--- src/rtl/dice_pkg.sv ---
// Shared definitions for the electronic dice: controller states, LFSR constants
// and roll-mode encodings.
package dice_pkg;

  typedef enum logic [2:0] {
    IDLE,
    ROLL,
    SETTLE,
    SUM,
    HOLD
  } state_t;

  // Fibonacci taps 16,14,13,11 expressed as bit positions 15,13,12,10
  localparam logic [15:0] LFSR_SEED = 16'hACE1;
  localparam logic [15:0] LFSR_TAPS = 16'hB400;

  localparam logic MODE_ODOMETER = 1'b0;
  localparam logic MODE_LFSR     = 1'b1;

endpackage

--- src/rtl/dice_lfsr.sv ---
// 16-bit free-running Fibonacci LFSR used to gate die advances in random mode.
module dice_lfsr
  import dice_pkg::*;
(
  input  logic        clk,
  input  logic        rst_n,
  output logic [15:0] lfsr
);

  logic [15:0] lfsr_reg;

  always_ff @(posedge clk or negedge rst_n) begin
    if (!rst_n) begin
      lfsr_reg <= LFSR_SEED;
    end else begin
      lfsr_reg <= {lfsr_reg[14:0], ^(lfsr_reg & LFSR_TAPS)};
    end
  end

  assign lfsr = lfsr_reg;

endmodule

--- src/rtl/dice_roller.sv ---
// Multi-die electronic dice: rolls while the button is held, debounces the
// release, then freezes the dice and presents their sum behind valid/ack.
module dice_roller
  import dice_pkg::*;
#(
  parameter int  N_DICE   = 2,
  parameter int  FACES    = 6,
  parameter int  DEBOUNCE = 4,
  localparam int FW       = $clog2(FACES + 1),
  localparam int SW       = $clog2(N_DICE * FACES + 1)
) (
  input  logic                 clk,
  input  logic                 rst_n,
  input  logic                 button,
  input  logic                 mode,
  input  logic                 ack,
  output logic [N_DICE*FW-1:0] throw,
  output logic [SW-1:0]        sum,
  output logic                 valid,
  output logic                 rolling
);

  localparam int CW = (DEBOUNCE > 1) ? $clog2(DEBOUNCE) : 1;
  localparam logic [FW-1:0] FACE_MAX = FW'(FACES);
  localparam logic [FW-1:0] DIE_ONE  = FW'(1);
  localparam logic [CW-1:0] CNT_LOAD = CW'(DEBOUNCE - 1);

  state_t          state_reg, state_next;
  logic            mode_reg, mode_next;
  logic [CW-1:0]   cnt_reg, cnt_next;
  logic            load_sum;
  logic            advance;
  logic [15:0]     lfsr;
  logic [N_DICE-1:0] step;
  logic [FW-1:0]   die_reg [N_DICE];
  logic [SW-1:0]   sum_reg, sum_all;

  dice_lfsr u_lfsr (
    .clk  (clk),
    .rst_n(rst_n),
    .lfsr (lfsr)
  );

  always_ff @(posedge clk or negedge rst_n) begin
    if (!rst_n) begin
      state_reg <= IDLE;
      mode_reg  <= MODE_ODOMETER;
      cnt_reg   <= '0;
      sum_reg   <= '0;
    end else begin
      state_reg <= state_next;
      mode_reg  <= mode_next;
      cnt_reg   <= cnt_next;
      if (load_sum) begin
        sum_reg <= sum_all;
      end
    end
  end

  always_comb begin
    state_next = state_reg;
    mode_next  = mode_reg;
    cnt_next   = cnt_reg;
    load_sum   = 1'b0;
    case (state_reg)
      IDLE: begin
        if (button) begin
          state_next = ROLL;
          mode_next  = mode;
        end
      end
      ROLL: begin
        if (!button) begin
          state_next = SETTLE;
          cnt_next   = CNT_LOAD;
        end
      end
      SETTLE: begin
        if (button) begin
          state_next = ROLL;
        end else if (cnt_reg != '0) begin
          cnt_next = cnt_reg - CW'(1);
        end else begin
          state_next = SUM;
        end
      end
      SUM: begin
        load_sum   = 1'b1;
        state_next = HOLD;
      end
      HOLD: begin
        // a new press abandons the held result even if ack arrives with it
        if (button) begin
          state_next = ROLL;
        end else if (ack) begin
          state_next = IDLE;
        end
      end
      default: state_next = IDLE;
    endcase
  end

  assign advance = (state_reg == ROLL) || (state_reg == SETTLE);

  // odometer: each die steps when its lower neighbour wraps FACES -> 1
  always_comb begin
    logic carry;
    carry = 1'b1;
    step  = '0;
    for (int k = 0; k < N_DICE; k++) begin
      step[k] = (mode_reg == MODE_LFSR) ? lfsr[4'(k % 16)] : carry;
      carry   = step[k] && (die_reg[k] == FACE_MAX);
    end
  end

  for (genvar gi = 0; gi < N_DICE; gi++) begin : g_die
    always_ff @(posedge clk or negedge rst_n) begin
      if (!rst_n) begin
        die_reg[gi] <= DIE_ONE;
      end else if (die_reg[gi] == '0 || die_reg[gi] > FACE_MAX) begin
        die_reg[gi] <= DIE_ONE;
      end else if (advance && step[gi]) begin
        die_reg[gi] <= (die_reg[gi] == FACE_MAX) ? DIE_ONE : die_reg[gi] + DIE_ONE;
      end
    end

    assign throw[gi*FW +: FW] = die_reg[gi];
  end

  always_comb begin
    sum_all = '0;
    for (int k = 0; k < N_DICE; k++) begin
      sum_all = sum_all + SW'(die_reg[k]);
    end
  end

  assign sum     = sum_reg;
  assign valid   = (state_reg == HOLD);
  assign rolling = advance;

endmodule

--- config.mk ---
export PLATFORM = sky130hd
export DESIGN_NAME = dice_roller
export DESIGN_NICKNAME = d
export VERILOG_FILES = /design/src/rtl/dice_pkg.sv /design/src/rtl/dice_lfsr.sv /design/src/rtl/dice_roller.sv
export SDC_FILE = /design/constraint.sdc
export NUM_CORES = 1
export LEC_CHECK = 0
export CORE_AREA = 2 2 57 59
export DETAILED_ROUTE_END_ITERATION = 6
export DIE_AREA = 0 0 59 61
export PLACE_DENSITY = 0.63
export SLEW_MARGIN = 20
export SYNTH_ARGS = -nofsm -noshare
export SYNTH_HDL_FRONTEND = slang
export SYNTH_SLANG_ARGS = --single-unit
export TNS_END_PERCENT = 10
--- constraint.sdc ---
create_clock -name clk -period 2 [get_ports clk]
set_input_delay 0.4 -clock clk [delete_from_list [all_inputs] [get_ports clk]]
set_output_delay 0.4 -clock clk [all_outputs]
set_load 0.005 [all_outputs]
### Word level (Yosys, flattened, before mapping)

Cells that the tools add are included.

| operators by class | value |
|---|---|
| shifts and indexed selects | 0 |
| add/sub/neg operators | 4 |
| magnitude comparators | 2 |
| $mul | 0 |
| divide/modulo/power cells | 0 |
| reductions and logical operators | 17 |
| equal/unequal tests | 12 |
| bitwise logic cells | 0 |
| multiplexer cells | 20 |

Operators by type and width:

| kind | number |
|---|---|
| 3-bit two-way mux | 12 |
| 16-bit parity | 1 |
| 3-bit one-hot mux with 5 select lines | 1 |
| 3-bit equality test (second input constant) | 3 |
| 3-bit zero test | 3 |
| 2-bit != test (second input constant) | 4 |
| 4-bit AND reduction | 2 |
| 2-bit nonzero test | 4 |
| 3-bit by 1-bit adder with 3-bit output (second input constant) | 2 |
| 3-bit by 2-bit equality test with 1-bit output (second input constant) | 2 |
| 3-bit > comparator (second input constant) | 2 |
| 2-bit two-way mux | 3 |
| 3-bit != test (second input constant) | 2 |
| 3-bit by 3-bit adder with 4-bit output | 1 |
| 2-bit one-hot mux with 2 select lines | 1 |
| 3-bit by 1-bit equality test with 1-bit output (second input constant) | 1 |
| 1-bit logical AND | 3 |
| 1-bit logical OR | 3 |
| 1-bit two-way mux | 3 |
| 2-bit AND reduction | 1 |
| 2-bit by 1-bit subtractor with 2-bit output (second input constant) | 1 |

| storage, ports and cells | value |
|---|---|
| output and inout bits | 12 |
| memories kept | 0 |
| memory bits (writable) | 0 |
| bits in latches | 0 |
| bits of input ports | 5 |
| ROM bits | 0 |
| register bits after elaboration | 32 |
| word-level logic and storage cells | 62 |

### Depth between registers and ports, before layout

| logic depth | value |
|---|---|
| depth in word-level cells | 6 |
| depth in mapped cells | 5 |

### Hierarchy

From an unflattened synthesis, not the netlist that was laid out.

| unflattened totals | value |
|---|---|
| cell total of the unflattened synthesis | 115 |
| area total of the unflattened synthesis | 1395.1 µm² |

Modules (own cells, without submodules):

| module | instances | seq. area each (µm²) | area each (µm²) | cells each |
|---|---|---|---|---|
| dice_roller | 1 | 402.9 | 958.4 | 96 |
| dice_lfsr | 1 | 410.4 | 436.7 | 19 |

### Least setup slack after synthesis

OpenSTA, ideal clock, no wires.

| timing | value |
|---|---|
| path type | register to register |
| start | register die_reg, in the netlist throw[0] |
| end | register sum_reg[1], in the netlist sum[1] |
| clock period less this slack | 1.529 ns |
| cell stages (with the launch flop) | 4 |
| arrival time | 1.404 ns |
| path buffers | 0 |
| slack | 0.471 ns |
| setup time | 0.125 ns |
| cells stage by stage | dfstp_2 ha_1 fa_1 mux2_2 |

| on the way | value |
|---|---|
| longest elaborated chain between the ends | 1 |

Ends and longest elaborated chain:

| item | RTL line | text |
|---|---|---|
| start: declaration | dice_roller.sv:35 | `logic [FW-1:0] die_reg [N_DICE];` |
| start signal: indexed assignment | dice_roller.sv:123 | `die_reg[gi] <= (die_reg[gi] == FACE_MAX) ? DIE_ONE : die_reg[gi] + DIE_ONE;` |
| 3-bit by 3-bit adder with 4-bit output | dice_roller.sv:133 | `sum_all = sum_all + SW'(die_reg[k]);` |
| via sum_all[1] | dice_roller.sv:36 | `logic [SW-1:0] sum_reg, sum_all;` |
| end signal: assignment | dice_roller.sv:55 | `sum_reg <= sum_all;` |
| end: declaration | dice_roller.sv:36 |  |

The timed path passes the listed nets, and every way through them passes these cells.
A chain may end at the register's enable or synchronous reset.

### Worst setup path in the final report

| timing | value |
|---|---|
| start | register state_reg[0] |
| end | output port valid |

| on the way | value |
|---|---|
| longest elaborated chain between the ends | 1 |

Ends and longest elaborated chain:

| item | RTL line | text |
|---|---|---|
| start: declaration | dice_roller.sv:28 | `state_t state_reg, state_next;` |
| start signal: assignment | dice_roller.sv:51 | `state_reg <= state_next;` |
| 3-bit equality test | dice_roller.sv:138 | `assign valid = (state_reg == HOLD);` |
| end: declaration | dice_roller.sv:19 | `output logic valid,` |

No other way between the ends.

==> impl_metrics.tcl <==
set metrics [dict create \
    syn_inst 101 \
    synth.yosys.seq_area_share_pct 62.7 \
    stdcell_area_um2 1630 \
    rsz0062_at_grt "no" \
    arrival_ps 1520 \
    die_h_um 61 \
    route.antenna.remaining_nets 0 \
    place_area_um2 1500 \
    internal_power_uw 1340 \
    vias_per_cell 5.05 \
    path_cells "nor2_4 -> nand2_1 -> inv_1 -> clkdlybuf4s50_1" \
    fin_skew_ps 8.88 \
    grt_max_degree 33 \
    setup_ws_ps 80.1 \
    regToRegSetupSlack_ps 380 \
    worst_pin_slew_ps 388 \
    comb_power_share_pct 28.5 \
    path_class "reg -> out" \
    setup_viol 0 \
    crit_fanout 4 \
    p_total_uw 1900 \
    hold_ws_ps 361 \
    largest_reg_flops 16 \
    async_flop_share_pct 100 \
    areaGrowthSynthToFinish_pct 26.0 \
    hpwl_mm 1.42 \
    io_pins 17 \
    path_clk_slew_ps 110 \
    hold_violations 0 \
    critPathLaunchType "flip-flop" \
    detail_route.first_pass.iterations 4 \
    grt_pass1_wl_mm 3.67 \
    drc 0 \
    status "finished, final reports clean" \
    ys_warn_count 0 \
    antenna_found_initial 0 \
    first_global_vias 801 \
    synth_edf_count 0 \
    crit_family "buffers and inverters" \
    hold_path.class "reg -> reg" \
    avgSynthCellArea_um2 12.8 \
    cp_slowest_cell "clkdlybuf4s50_1" \
    p_leak_uw 0.000717 \
    die_area_um2 3600 \
    pre_cts_ws_ps 327 \
    endpoint_kind "output port" \
    fmax_ghz 0.521 \
    layout_min_cycle_time_ps 1920 \
    routed_wl_mm 2.12 \
    nets 138 \
    cts.path.max_buffers 2 \
    worst-path-buf-inv 2 \
    powerDensity_nw_per_um2 1160 \
    cts_buffers 5 \
    cts_tree "yes" \
    track_usage_pct 14.4 \
    first_iter_violations 12 \
    syn-cell-area_um2 1300 \
    synth_fp_nets 111 \
    final_max_slew_viol_count 0 \
    netSwitchingFraction_pct 29.4 \
    wl_per_cell_um 13.1 \
    ctsHoldBuffers 0 \
    synth_ff_type "dfrtp_1" \
    setup_tns_ps 0 \
    p_seq_share_pct 45.9 \
    drive_gt1_share_pct 26.4 \
    routabilityCongestion 0.683 \
    synth_cell_types 29 \
    clkPwrFrac_pct 25.5 \
    die_w_um 59 \
    maxCapViolCount 0 \
    num_rows 20 \
    cts.sinks 32 \
    diodes 0 \
    vias 818 \
    worst_ep_required_time_ps 1600 \
    htreeDepth 2 \
    fin_crit_sh_pct 96.0 \
    initial_core_util_pct 43.9 \
    grt-ovfl-total 0 \
    port_buffers 16 \
    synth-seq-cells 32 \
    clkLatencyLatePin_ps 330 \
    core_um2 2950 \
    cts_root_buf "clkbuf_4" \
    max_stage_delay_ps 490 \
    peakVddDrop_mv 0.745 \
    timing.slew.headroom_pct 74.1 \
    p_switching_uw 557 \
]
-- layout make-up --
cell class / instances / area (µm²)
multi-input combinational: 65 / 487
clock inverter: 3 / 42.5
tap: 33 / 41.3
sequential: 32 / 817
timing repair buffer: 21 / 196
inverter: 3 / 11.3
clock buffer: 5 / 37.5
fill: 252 / 1320
-- metrics by stage --
step | utilization (%) | std cells
2_1_floorplan | - | 101
3_3_place_gp | 50.8 | 150
3_5_place_dp | 50.8 | 150
4_1_cts | 54.7 | 160
5_1_grt | 55.3 | 162
6_report | 55.3 | 162
-- worst paths after layout --
kind	cells after the start	end	start
setup / recovery	4	valid	state_reg[0]
hold / removal	0	u_lfsr.lfsr[10]	u_lfsr.lfsr[9]
setup reg to reg	3	sum[1]	throw[0]
hold reg to reg	0	u_lfsr.lfsr[10]	u_lfsr.lfsr[9]
max in group asynchronous	2	u_lfsr.lfsr[13]	rst_n
min in group asynchronous	2	mode_reg	rst_n
-- cells by family (layout without fill, tap and decap cells) --
logic type | Yosys count | count (layout) | synth area share, %
DFF | 32 | 32 | 62.7
and+or+nand+nor | 30 | 30 | 11.6
AOI/OAI and AO/OA | 17 | 17 | 8.59
adders and majority gates | 7 | 7 | 6.95
muxes | 6 | 6 | 5.02
xor gates and xnor gates | 5 | 5 | 3.96
buffers and inverters | 4 | 32 | 1.16
-- layout by cell type, fill, tap and decap left out, types with 2 or more instances in the layout --
cell type and n:
dfrtp_1 19, clkdlybuf4s50_1 15, nand2_1 12, dfstp_2 10
nor2_1 5, o21ai_0 5, clkbuf_4 5, buf_4 5
nand2b_1 4, mux2_2 4, ha_1 4, xnor2_1 3
inv_1 3, a21oi_1 3, nor3_1 3, dfrtp_2 3
nand3b_1 2, maj3_1 2, mux2i_1 2, a31oi_1 2
o2bb2ai_1 2
-- synthesized netlist by cell type (all sizes together) (2+ instances only) --
master	number	area share, %
nor3	4	1.9
mux2i	2	1.5
nand2	12	3.5
nand3b	2	1.2
o2bb2ai	2	1.4
a21oi	3	1.2
nor2	6	1.7
xnor2	4	3.3
maj3	2	1.5
a31oi	2	0.97
dfstp	10	20
dfrtp	22	42
mux2	4	3.5
o21ai	6	2.3
nand2b	4	1.9
ha	4	3.9
inv	3	0.87
-- repair_timing --
| action | CTS | global route |
|---|---|---|
| buffers inserted | 2 | 2 |
| pin swaps | 0 | 1 |
| resized for setup | 6 | 1 |
| endpoints found under the setup margin | 2 | 1 |
-- power groups by stage --
stage | combinational [µW] | sequential [µW] | clock [µW]
2_1_floorplan | 285 | 859 | 0
5_1_grt | 620 | 890 | 529
6_report | 541 | 870 | 484
4_1_cts | 523 | 880 | 501
3_3_place_gp | 496 | 874 | 0
3_5_place_dp | 505 | 884 | 0
-- routing by layer --
| layer | share of wire, % | vias to the layer above | track usage, % |
|---|---|---|---|
| met4 | 1.4 | 0 | 6.82 |
| met2 | 45 | 15 | 20.8 |
| li1 | - | 400 | - |
| met5 | 0 | - | 0 |
| met3 | 4.3 | 5 | 5.12 |
| met1 | 49 | 398 | 19.4 |
(Power assumes the default switching activity.)
